File: src/rtl/uart_tx_arbiter_if.sv
// Requester handshake plus uart_top transmit controls for uart_tx_arbiter.
// master: client/UART side; slave: the arbiter.
interface uart_tx_arbiter_if #(
    parameter int unsigned N_REQ  = 4,
    parameter int unsigned DATA_W = 8
);
    localparam int unsigned ID_W = $clog2(N_REQ);

    logic [N_REQ-1:0]        req;
    logic [N_REQ*DATA_W-1:0] req_data;
    logic [N_REQ-1:0]        ack;
    logic [ID_W-1:0]         grant_id;
    logic                    active;
    logic                    uart_tx_start;
    logic [DATA_W-1:0]       uart_tx_data;
    logic                    uart_busy;
    logic                    timeout_err;

    modport master (
        output req, req_data, uart_busy,
        input  ack, grant_id, active, uart_tx_start, uart_tx_data, timeout_err
    );

    modport slave (
        input  req, req_data, uart_busy,
        output ack, grant_id, active, uart_tx_start, uart_tx_data, timeout_err
    );
endinterface

File: src/rtl/uart_tx_arbiter.sv
// Round-robin arbiter sharing the uart_top transmitter among N_REQ byte requesters.
// Optional start timeout: define UART_ARB_TIMEOUT_EN.
module uart_tx_arbiter #(
    parameter int unsigned N_REQ   = 4,
    parameter int unsigned DATA_W  = 8,
    parameter int unsigned TIMEOUT = 64
) (
    input logic              i_clk,
    input logic              i_rst,
    uart_tx_arbiter_if.slave bus
);
    localparam int unsigned ID_W = $clog2(N_REQ);

    typedef enum logic [2:0] {
        StIdle,
        StStart,
        StWaitBusy,
        StWaitDone,
        StAck
    } state_t;

    state_t            r_state;
    logic [ID_W-1:0]   r_ptr;
    logic [ID_W-1:0]   r_grant;
    logic [N_REQ-1:0]  r_ack;
    logic              r_active;
    logic              r_tx_start;
    logic [DATA_W-1:0] r_tx_data;
`ifdef UART_ARB_TIMEOUT_EN
    localparam int unsigned CNT_W = $clog2(TIMEOUT + 1);
    logic [CNT_W-1:0]  r_tmo_cnt;
    logic              r_timeout_err;
`endif

    logic              w_found;
    logic [ID_W-1:0]   w_idx;
    logic [ID_W-1:0]   w_winner;
    logic [DATA_W-1:0] w_winner_data;
    logic [N_REQ-1:0]  w_grant_onehot;

    // Scan from the slot after the last winner so it becomes lowest priority.
    always_comb begin
        w_found       = 1'b0;
        w_idx         = '0;
        w_winner      = '0;
        w_winner_data = '0;
        for (int i = 1; i <= int'(N_REQ); i++) begin
            w_idx = ID_W'((int'(r_ptr) + i) % int'(N_REQ));
            if (!w_found && bus.req[w_idx]) begin
                w_found  = 1'b1;
                w_winner = w_idx;
            end
        end
        for (int k = 0; k < int'(N_REQ); k++) begin
            if (w_winner == ID_W'(k)) begin
                w_winner_data = bus.req_data[k*DATA_W +: DATA_W];
            end
        end
    end

    assign w_grant_onehot = {{(N_REQ-1){1'b0}}, 1'b1} << r_grant;

    always_ff @(posedge i_clk) begin
        if (i_rst) begin
            r_state    <= StIdle;
            r_ptr      <= ID_W'(N_REQ - 1);
            r_grant    <= '0;
            r_ack      <= '0;
            r_active   <= 1'b0;
            r_tx_start <= 1'b0;
            r_tx_data  <= '0;
`ifdef UART_ARB_TIMEOUT_EN
            r_tmo_cnt     <= '0;
            r_timeout_err <= 1'b0;
`endif
        end else begin
            unique case (r_state)
                StIdle: begin
                    // A busy transmitter here belongs to someone else; hold off.
                    if (w_found && !bus.uart_busy) begin
                        r_grant    <= w_winner;
                        r_tx_data  <= w_winner_data;
                        r_active   <= 1'b1;
                        r_tx_start <= 1'b1;
                        r_state    <= StStart;
                    end
                end
                StStart: begin
                    r_tx_start <= 1'b0;
                    r_state    <= StWaitBusy;
`ifdef UART_ARB_TIMEOUT_EN
                    r_tmo_cnt  <= '0;
`endif
                end
                StWaitBusy: begin
`ifdef UART_ARB_TIMEOUT_EN
                    if (bus.uart_busy) begin
                        r_state <= StWaitDone;
                    end else if (r_tmo_cnt == CNT_W'(TIMEOUT - 1)) begin
                        r_timeout_err <= 1'b1;
                        r_ack         <= w_grant_onehot;
                        r_active      <= 1'b0;
                        r_state       <= StAck;
                    end else begin
                        r_tmo_cnt <= r_tmo_cnt + 1'b1;
                    end
`else
                    if (bus.uart_busy) begin
                        r_state <= StWaitDone;
                    end
`endif
                end
                StWaitDone: begin
                    if (!bus.uart_busy) begin
                        r_ack    <= w_grant_onehot;
                        r_active <= 1'b0;
                        r_state  <= StAck;
                    end
                end
                StAck: begin
                    r_ack   <= '0;
                    r_ptr   <= r_grant;
                    r_state <= StIdle;
`ifdef UART_ARB_TIMEOUT_EN
                    r_timeout_err <= 1'b0;
`endif
                end
                default: r_state <= StIdle;
            endcase
        end
    end

    assign bus.ack           = r_ack;
    assign bus.grant_id      = r_grant;
    assign bus.active        = r_active;
    assign bus.uart_tx_start = r_tx_start;
    assign bus.uart_tx_data  = r_tx_data;
`ifdef UART_ARB_TIMEOUT_EN
    assign bus.timeout_err   = r_timeout_err;
`else
    assign bus.timeout_err   = 1'b0;
`endif
endmodule

File: src/flat_wrapper.sv
// flat-port wrapper written by rule: the top's interface ports become plain ports
module uart_tx_arbiter_flat 
#(
    parameter int unsigned N_REQ   = 4,
    parameter int unsigned DATA_W  = 8,
    parameter int unsigned TIMEOUT = 64
)
  (i_clk, i_rst, bus_req, bus_req_data, bus_uart_busy, bus_ack, bus_grant_id, bus_active, bus_uart_tx_start, bus_uart_tx_data, bus_timeout_err);
  uart_tx_arbiter_if #(.N_REQ(N_REQ), .DATA_W(DATA_W)) bus_i ();
  input logic i_clk;
  input logic i_rst;
  input wire logic [$bits(bus_i.req)-1:0] bus_req;
  input wire logic [$bits(bus_i.req_data)-1:0] bus_req_data;
  input wire logic [$bits(bus_i.uart_busy)-1:0] bus_uart_busy;
  output wire logic [$bits(bus_i.ack)-1:0] bus_ack;
  output wire logic [$bits(bus_i.grant_id)-1:0] bus_grant_id;
  output wire logic [$bits(bus_i.active)-1:0] bus_active;
  output wire logic [$bits(bus_i.uart_tx_start)-1:0] bus_uart_tx_start;
  output wire logic [$bits(bus_i.uart_tx_data)-1:0] bus_uart_tx_data;
  output wire logic [$bits(bus_i.timeout_err)-1:0] bus_timeout_err;
  assign bus_i.req = bus_req;
  assign bus_i.req_data = bus_req_data;
  assign bus_i.uart_busy = bus_uart_busy;
  assign bus_ack = bus_i.ack;
  assign bus_grant_id = bus_i.grant_id;
  assign bus_active = bus_i.active;
  assign bus_uart_tx_start = bus_i.uart_tx_start;
  assign bus_uart_tx_data = bus_i.uart_tx_data;
  assign bus_timeout_err = bus_i.timeout_err;
  uart_tx_arbiter #(.N_REQ(N_REQ), .DATA_W(DATA_W), .TIMEOUT(TIMEOUT)) u_core (.i_clk(i_clk), .i_rst(i_rst), .bus(bus_i));
endmodule
File: config.mk
export PLATFORM = sky130hd
export DESIGN_NAME = uart_tx_arbiter_flat
export DESIGN_NICKNAME = d
export VERILOG_FILES = /design/src/rtl/uart_tx_arbiter_if.sv /design/src/rtl/uart_tx_arbiter.sv /design/src/flat_wrapper.sv
export SDC_FILE = /design/constraint.sdc
export NUM_CORES = 1
export LEC_CHECK = 0
export CORE_MARGIN = 1
export CORE_UTILIZATION = 25
export DETAILED_ROUTE_END_ITERATION = 10
export GPL_TIMING_DRIVEN = 0
export PLACE_DENSITY = 0.59
export SLEW_MARGIN = 0
export SYNTH_ARGS = -nofsm -noshare
export SYNTH_HDL_FRONTEND = slang
export SYNTH_SLANG_ARGS = --single-unit
File: constraint.sdc
create_clock -name i_clk -period 4.5 [get_ports i_clk]
set_clock_uncertainty 0.2 [all_clocks]
set_input_delay 0.675 -clock i_clk [delete_from_list [all_inputs] [get_ports i_clk]]
set_output_delay 0.675 -clock i_clk [all_outputs]
set_load 0.03 [all_outputs]
Yosys cells after proc, flatten, opt, wreduce, memory -nomap -nowiden. Index checks and enable logic that the tools add are counted.

$add $sub $neg: 4. $lt $le $gt $ge: 4. Equal/unequal tests: 10. Shift operators: 1. Multiplexer cells: 30. Reductions and logical operators: 18.

Operators by type and width (number): 8-bit two-way mux (4); 2-bit by 3-bit less-than comparator with 1-bit output, second input constant (4); 3-bit one-hot mux with 4 select lines (1); 1-bit two-way mux (10); 3-bit two-way mux (3); 1-bit binary-select mux with 2-bit select (4); 2-bit two-way mux (4); 4-bit one-hot mux with 2 select lines (1); 3-bit by 2-bit == test with 1-bit output, second input constant (2); 2-bit AND reduction (3); 3-bit AND reduction (2); 2-bit nonzero test (3); 2-bit by 1-bit adder with 2-bit output, second input constant (2); 2-bit adder, second input constant (2); 2-bit == test, second input constant (2); 1-bit logical AND (4); 1-bit logical NOT (4); 4-bit two-way mux (1); 2-bit != test, second input constant (2); 1-bit one-hot mux with 2 select lines (2); 1-bit by 2-bit left shift with 4-bit output, first input constant (1); 3-bit by 1-bit == test with 1-bit output, second input constant (1); 3-bit == test, second input constant (1); 3-bit logical NOT (1); other kinds (3) (3).

Bits in registers: 21. Bits of input ports: 39. Output and inout port bits: 17. Word-level logic and storage cells: 74.

Depth between registers and ports, before layout. Gate-level depths: netlist (run 1).

Depth after elaboration: 18. Mapped depth: 8. Mapped depth without buffers: 5.

Worst setup path before layout (run 1). Ideal clock, no wire load.

Kind: input to register. Start point: input bus_req[1]. End point: register u_core.r_tx_data[2] (netlist: u_core.bus.uart_tx_data[2]). Library setup time: 0.066 ns. Data arrival time: 2.033 ns. Data required time: 4.234 ns. Slack: 2.201 ns. Stages on the path: 6. Buffers on the path: 2. Cells stage by stage: or4_4 -> and3_4 -> buf_6 -> buf_6 -> a311o_1 -> a21oi_2.

Longest elaborated chain between the ends: 17. Elaborated cells between the ends (all ways): 32. Those cells by class: eq/ne: 3; mux: 20; reduce/logical: 9.

RTL lines: from (decl) (RTL line flat_wrapper.sv:12) `input wire logic [$bits(bus_i.req)-1:0] bus_req;`; 1-bit binary-select mux with 2-bit select (RTL line uart_tx_arbiter.sv:49) `if (!w_found && bus.req[w_idx]) begin`; 1-bit two-way mux (implied by the code) (RTL line uart_tx_arbiter.sv:49); 1-bit two-way mux (RTL line uart_tx_arbiter.sv:49); 1-bit logical NOT (RTL line uart_tx_arbiter.sv:49); 1-bit logical AND (RTL line uart_tx_arbiter.sv:49); 1-bit two-way mux (RTL line uart_tx_arbiter.sv:49); 1-bit logical NOT (RTL line uart_tx_arbiter.sv:49); 1-bit logical AND (RTL line uart_tx_arbiter.sv:49); 1-bit two-way mux (RTL line uart_tx_arbiter.sv:49); 1-bit logical NOT (RTL line uart_tx_arbiter.sv:49); 1-bit logical AND (RTL line uart_tx_arbiter.sv:49); 2-bit two-way mux (RTL line uart_tx_arbiter.sv:49); 2-bit logical NOT (RTL line uart_tx_arbiter.sv:55) `if (w_winner == ID_W'(k)) begin`; 8-bit two-way mux (4 in series) (RTL line uart_tx_arbiter.sv:55); to (signal assigned) (RTL line uart_tx_arbiter.sv:82) `r_tx_data <= w_winner_data;`; to (decl) (RTL line uart_tx_arbiter.sv:28) `logic [DATA_W-1:0] r_tx_data;`.

Parallel ways exist; a longest one is shown, timed or not. The select of a mux whose other input is x is not followed. A chain may end at the register's enable or synchronous reset.

Final worst setup path (run 1).
Start point: input bus_req[3]. End point: register u_core.r_tx_data[1] (netlist: u_core.bus.uart_tx_data[1]).

Same word-level chain as after synthesis.

==> results of run 1 <==
==> cell usage in the layout, fill, tap and decap left out, types with 8 or more instances in the layout <==
| cell | count |
|---|---|
| clkdlybuf4s50_1 | 54 |
| dfxtp_1 | 21 |
| nor2_1 | 20 |
| inv_1 | 13 |
| a211oi_1 | 11 |
| a21oi_1 | 9 |
| o21ai_0 | 9 |
| nand2_1 | 8 |
| nand3_1 | 8 |
==> tightest hold or removal path, cell delays in order (launching register included) <==
cell and delay, ns:
dfxtp_1 0.31, nand2_1 0.05, a21oi_1 0.05
==> layer usage <==
layer | GRT usage, % | vias up
met5 | 0 | -
met4 | 2.564 | 0
met3 | 3.429 | 2
met2 | 22.32 | 41
met1 | 19.15 | 627
li1 | - | 734
==> stage by stage <==
step	instances	total power [W]
global placement	290	0.0003747
global route	294	0.0005220
detailed placement	290	0.0003760
finish	294	0.0004957
floorplan	169	0.0003024
CTS	294	0.0004997
==> cells by family (layout without fill, tap and decap cells) <==
group | count (synthesis) | in the layout | share of synthesized area (%)
flip-flops | 21 | 21 | 32.62
other | 1 | 1 | 0.2910
multiplexers | 2 | 2 | 1.553
AND/OR/NAND/NOR | 57 | 57 | 22.23
buffers and inverters | 26 | 84 | 9.224
AO/OA/AOI/OAI | 62 | 62 | 34.08
==> sequential cells by signal (all words and copies together), names as in the netlist <==
signal	flops
u_core.bus.uart_tx_data	8
u_core.bus.ack	4
u_core.r_state	3
u_core.bus.grant_id	2
u_core.r_ptr	2
u_core.bus.active	1
u_core.bus.uart_tx_start	1
==> path summary, 6_finish.rpt <==
kind / slack, ns / from / cells past startpoint / end
worst max-delay path: 1.70 / bus_req[3] / 7 / u_core.bus.uart_tx_data[1]$_SDFFE_PP0P_
worst min-delay path: 0.26 / u_core.bus.ack[3]$_SDFFE_PP0P_ / 2 / u_core.bus.ack[3]$_SDFFE_PP0P_
worst max register to register: 2.24 / u_core.r_ptr[1]$_SDFFE_PP1P_ / 6 / u_core.bus.uart_tx_data[1]$_SDFFE_PP0P_
worst min register to register: 0.26 / u_core.bus.ack[3]$_SDFFE_PP0P_ / 2 / u_core.bus.ack[3]$_SDFFE_PP0P_
==> cell type report <==
class / instances / area [sq um] / area share (%)
Buffer: 11 / 62.56 / 3.193
Clock buffer: 3 / 41.29 / 2.107
Clock inverter: 1 / 5.005 / 0.2554
Inverter: 15 / 56.30 / 2.874
Multi-Input combinational cell: 122 / 749.5 / 38.25
Sequential cell: 21 / 420.4 / 21.46
Tap cell: 67 / 83.83 / 4.278
Timing Repair Buffer: 54 / 540.5 / 27.59
==> where the power goes <==
group          internal [W]  switching (W)
Sequential         0.000199     0.00000938
Clock             0.0000617      0.0000625
Combinational     0.0000818      0.0000818
Total              0.000342       0.000154
==> metrics.md, run 1 <==
| Metric | Value |
|---|---|
| Synthesized Nets | `roughly 210` |
| Final WS setup | `approximately 1.7 ns` |
| PD cells | `~250 nW/um^2` |
| First-pass GRT wire length | `between 5000 and 6000 microns` |
| Grt ovf | `0` |
| Cell Area, Synth | `1289 sq um` |
| Core area | `between 4000 and 5000 sq um` |
| # rows | `25` |
| Final #Nets | `~270` |
| Clk slew on worst S/H paths | `around 0.080 ns` |
| Worst-path fanout max | `10` |
| H-tree depth | `1` |
| Post-route DRC | `0` |
| # fillers | `496` |
| Post-route ant nets | `0` |
| Largest cells by area after synthesis | `dfxtp_1 33%, a211oi_1 6.4%, nor2_1 5.8%, inv_1 3.8%, a21oi_1 3.5%` |
| Crit-path slowest cell | `o32ai_1` |
| Clk root buf | `clkbuf_8` |
| Seq/Total Area, Yosys | `32.62%` |
| Synthesis-to-finish area growth | `52.04%` |
| I/O pin count | `56` |
| Max Cap Viol | `0` |
| Initial Utilization | `about a quarter` |
| Postcts setup bufs | `0` |
| Gr usage total | `13.98%` |
| Initial antenna violation count | `0` |
| Metal3 WL | `around 210 microns` |
| Post-synth top area cell | `dfxtp_1` |
| Critical path, cell by cell | `clkdlybuf4s50_1 -> buf_2 -> inv_2 -> o32ai_1 -> clkbuf_1 -> a221oi_1 -> a211oi_1` |
| Setup_tns | `0 ns` |
| Predominant post-synthesis flop cell | `dfxtp_1` |
| Vias in the first global route | `around 1200` |
| HP Class | `flop to flop` |
| Met2 wire length | `between 1500 and 2000 microns` |
| Clock Tree Buf Depth | `2` |
| Peak VDD IR | `0.1311 mV` |
| Clock latency on the worst-skew pair | `0.26 ns` |
| Num CTS Buffers | `3` |
| Post-synthesis sequential element count | `21` |
| Metal1 wirelength | `about 1800 microns` |
| DRT iter0 DRCs | `58` |
| Design area | `1959 sq um` |
| Fin crit share | `62.28%` |
| Syn Inst Count | `around 170` |
| Gp weighted congestion | `approximately 0.8` |
| Final Hold Fails | `0` |
| Mean cell area of the mapped netlist | `~7.6 sq um` |
| Leakage power | `between 0.7 and 0.8 nW` |
| Worst Setup Start Kind | `input port` |
| CP bufs+invs | `4` |
| EDFF count, synth | `0` |
| Via/cell ratio | `around 4.8` |
| Vert. Die Dim | `73.80 microns` |
| Setup violations, final | `0` |
| Die width | `around 74 microns` |
| Most frequent cell after synthesis | `dfxtp_1` |
| Drt total wl | `approximately 3700 microns` |
| RSZ-0062 raised after global routing | `no` |
| Synth top area share | `32.62%` |
| Top delay family on crit path | `buffers and inverters` |
| Kind of end point of the critical path | `flop` |
| Status | `completed` |
| Crit-path max cell delay | `~0.53 ns` |
| DRT Pass-1 Iters | `4` |
| TritonCTS clock tree | `done` |
| F_max | `~0.36 GHz` |
| Synthesis warning total | `0` |
| Worst Tran Pin Value | `0.6319 ns` |
| Count of cell types in the netlist | `38` |
| Top cell types by occurrence after synthesis | `21 x dfxtp_1, 20 x nor2_1, 13 x inv_1` |
| Layout cells sized above 1 | `7.489%` |
| Setup Slack @ Placement | `~1.4 ns` |
| Arrival time worst endpoint | `approximately 2.8 ns` |
| DR WL/cell | `approximately 13 microns` |
| Largest net degree at the start of global routing | `13` |
| # resized after CTS | `0` |
| Dpl cell area | `1913 sq um` |
| Worst slew margin | `around 58%` |
| Pins Over Slew Limit | `0` |
| Max layer used | `met4` |
| CP Class | `input port to flop` |
| CTS Sinks | `21` |
| Post-DP HPWL | `roughly 2900 microns` |
| WHS | `~0.26 ns` |
| N_diodes | `0` |
| Port Buf Inserts | `54` |
| Via Count | `roughly 1400` |
| Final core utilization | `roughly two fifths` |
| Synth async-reset ratio | `0%` |
| Worst EP required | `4.48 ns` |
| Minimum clock period | `approximately 2.8 ns` |
| Die area | `~5400 sq um` |
| CTS Hold Bufs | `0` |
Note: power is estimated with default switching activity, not from simulation.
==> run 2, diff against run 1 <==
Clock period 4.5 ns to 2.7 ns, I/O delays scaled along.
==> results of run 2 <==
Same layout as run 1 (identical final DEF). Status: completed.
Main changes from that run: setup slack after placement 1.412 ns -> -0.1184 ns; setup slack after layout 1.697 ns -> 0.1674 ns; register-to-register setup slack 2.24 ns -> 0.44 ns; total power 0.0004957 W -> 0.0008262 W; worst IR drop on VDD 0.1311 mV -> 0.2185 mV
==> run 3, diff against run 2 <==
Settings changed: CAP_MARGIN set to 20, CORE_UTILIZATION 25 to 42, PLACE_DENSITY 0.59 to 0.87.
==> run 3 against run 2 <==
The flow now finishes with violations (design-rule violations). Global-route usage increased by 7.6 points. First-iteration DRC count grew 97%. Via count up 1.8%. Sequential power hardly changed. Non-clock buffer count is the same. Combinational power barely moved. Register-to-register slack gained 0.09 ns. Final area down 3.3%. Critical path depth unchanged. Critical path type unchanged. Largest cell class unchanged.
==> metrics.md, run 3 (synthesized netlist as in run 1, its figures left out) <==
| Metric | Value |
|---|---|
| Status | `complete, but fails checks` |
| Failing checks | `design-rule violations` |
| Leakage power | `0.7630 nW (-1.0%)` |
| Minimum clock period | `approximately 2.4 ns` |
| CP bufs+invs | `2 (-2)` |
| Crit-path max cell delay | `0.59 ns (+0.06 ns)` |
| Clk root buf | `clkbuf_4` |
| Setup Slack @ Placement | `-0.009272 ns` |
| Post-route ant nets | `0 (unchanged)` |
| H-tree depth | `1 (unchanged)` |
| CP Class | `input port to flop` |
| Via/cell ratio | `5.539 (+16%)` |
| Max reg flops | `8 (unchanged)` |
| Commonest cells after routing, fill and taps aside | `54 x clkdlybuf4s50_1, 21 x dfxtp_1, 20 x nor2_1` |
| Vias in the first global route | `1289 (+4.8%)` |
| CTS Sinks | `21 (unchanged)` |
| Vert. Die Dim | `57.40 microns (-22%)` |
| # fillers | `258 (-48%)` |
| N_diodes | `0 (unchanged)` |
| RSZ-0062 raised after global routing | `no` |
| Pins Over Slew Limit | `0 (unchanged)` |
| Dpl cells | `254 (-12%)` |
| Initial Utilization | `45.56% (+19 points)` |
| CTS Hold Bufs | `0 (unchanged)` |
| Final #Nets | `267 (unchanged)` |
| Final core utilization | `67.01% (+27 points)` |
| Critical path, cell by cell | `clkdlybuf4s50_1 -> buf_2 -> and2_1 -> o32ai_1 -> nor2_1 -> a211oi_1 -> o21ai_1` |
| Arrival time worst endpoint | `roughly 2.4 ns` |
| Worst-path fanout max | `10 (unchanged)` |
| Worst Setup Start Kind | `input port` |
| Core area | `2829 sq um (-42%)` |
| Synthesis-to-finish area growth | `47.09%` |
| I/O pin count | `56 (unchanged)` |
| Crit-path slowest cell | `o32ai_1` |
| Metal3 WL | `302 microns (+42%)` |
| Clk slew on worst S/H paths | `0.12 ns (+0.04 ns)` |
| # resized after CTS | `0 (unchanged)` |
| TritonCTS clock tree | `done` |
| Worst Tran Pin Value | `0.6977 ns (+0.06583 ns)` |
| DRT Pass-1 Iters | `7 (+3)` |
| Clock Tree Buf Depth | `2 (unchanged)` |
| PD cells | `a little over 400 nW/um^2` |
| First-pass GRT wire length | `5609 microns (-4.1%)` |
| Max layer used | `met4` |
| Final WS setup | `around 0.31 ns` |
| Number of standard cells in the final layout excluding fillers | `258 (-12%)` |
| Worst EP required | `roughly 2.7 ns` |
| Num CTS Buffers | `3 (unchanged)` |
| Largest net degree at the start of global routing | `13 (unchanged)` |
| Post-route DRC | `7 (+7)` |
| Final Hold Fails | `0 (unchanged)` |
| HP Class | `flop to flop` |
| DR WL/cell | `13.22 microns (+5.3%)` |
| Gp weighted congestion | `0.7935 (+0.14%)` |
| Top delay family on crit path | `compound AO/OA/AOI/OAI gates` |
| Grt ovf | `0 (unchanged)` |
| Peak VDD IR | `~0.23 mV` |
| Die width | `57.40 microns (-22%)` |
| Gr usage total | `21.63% (+7.6 points)` |
| Setup violations, final | `0 (unchanged)` |
| Most common cell after layout, fill and taps aside | `clkdlybuf4s50_1` |
| Die area | `3294 sq um (-40%)` |
| Met2 wire length | `1611 microns (-1.9%)` |
| Initial antenna violation count | `0 (unchanged)` |
| Post-DP HPWL | `2590 microns (-10%)` |
| Metal1 wirelength | `1472 microns (-19%)` |
| F_max | `roughly 0.42 GHz` |
| # rows | `19 (-24%)` |
| Worst slew margin | `53.34% (-4.4 points)` |
| Drt total wl | `3410 microns (-7.6%)` |
| Kind of end point of the critical path | `flop` |
| Via Count | `1429 (+1.8%)` |
| Max Cap Viol | `0 (unchanged)` |
| Clock latency on the worst-skew pair | `0.31 ns (+0.05 ns)` |
| Fin crit share | `approximately nine tenths` |
| Layout cells sized above 1 | `7.489% (unchanged)` |
| DRT iter0 DRCs | `114 (+97%)` |
| Postcts setup bufs | `0 (unchanged)` |
| Port Buf Inserts | `54 (unchanged)` |
## run 3: changes by cell type in the layout (fill, tap and decap cells not counted)
cell | before | now
clkbuf_4 | 0 | 3
clkbuf_8 | 3 | 0
## run 3: worst register-to-register path, delay by kind of cell (launching register included)
family / cells / cell delay [ns]
AO/OA/AOI/OAI: 3 / 0.96
AND/OR/NAND/NOR: 2 / 0.38
flip-flops: 1 / 0.35
buffers and inverters: 1 / 0.18
## run 3: power breakdown
| part | switching [W] | internal, W |
|---|---|---|
| Combinational | 0.000135 | 0.000136 |
| Clock | 0.000102 | 0.0000554 |
| Sequential | 0.0000134 | 0.000331 |
## run 3: layout make-up
type	instances	area, sq um	area share, %
inverter	15	56.30	2.970
sequential	21	420.4	22.18
clock inverter	1	5.005	0.2640
buffer	11	62.56	3.300
multi-input combinational	122	749.5	39.54
tap	31	38.79	2.046
clock buffer	3	22.52	1.188
timing repair buffer	54	540.5	28.51
## run 3: metal layers
layer | global-route usage (%) | up-vias
li1 | - | 730
met1 | 27.69 | 639
met2 | 37.21 | 56
met3 | 4.762 | 4
met4 | 4.530 | 0
met5 | 0 | -
## run 3: path summary, 6_finish.rpt
check | start | end | slack, ns | cells past startpoint
setup / recovery | bus_req[3] | u_core.bus.uart_tx_data[5]$_SDFFE_PP0P_ | 0.31 | 7
hold / removal | u_core.bus.ack[3]$_SDFFE_PP0P_ | u_core.bus.ack[3]$_SDFFE_PP0P_ | 0.27 | 2
setup reg to reg | u_core.r_ptr[1]$_SDFFE_PP1P_ | u_core.bus.uart_tx_data[5]$_SDFFE_PP0P_ | 0.53 | 6
hold reg to reg | u_core.bus.ack[3]$_SDFFE_PP0P_ | u_core.bus.ack[3]$_SDFFE_PP0P_ | 0.27 | 2
## run 3: through the flow
step                       TNS (ns)  instance area (sq um)  total power, W  hold WS [ns]
final                             0                   1896       0.0007732        0.2736
after global routing              0                   1896       0.0008143        0.2991
after CTS                         0                   1896       0.0007791        0.2744
after detailed placement  -0.009272                   1868       0.0006217        0.2568
after global placement            0                   1868       0.0006168        0.2430
after floorplan                   0                   1289       0.0005040        0.3404
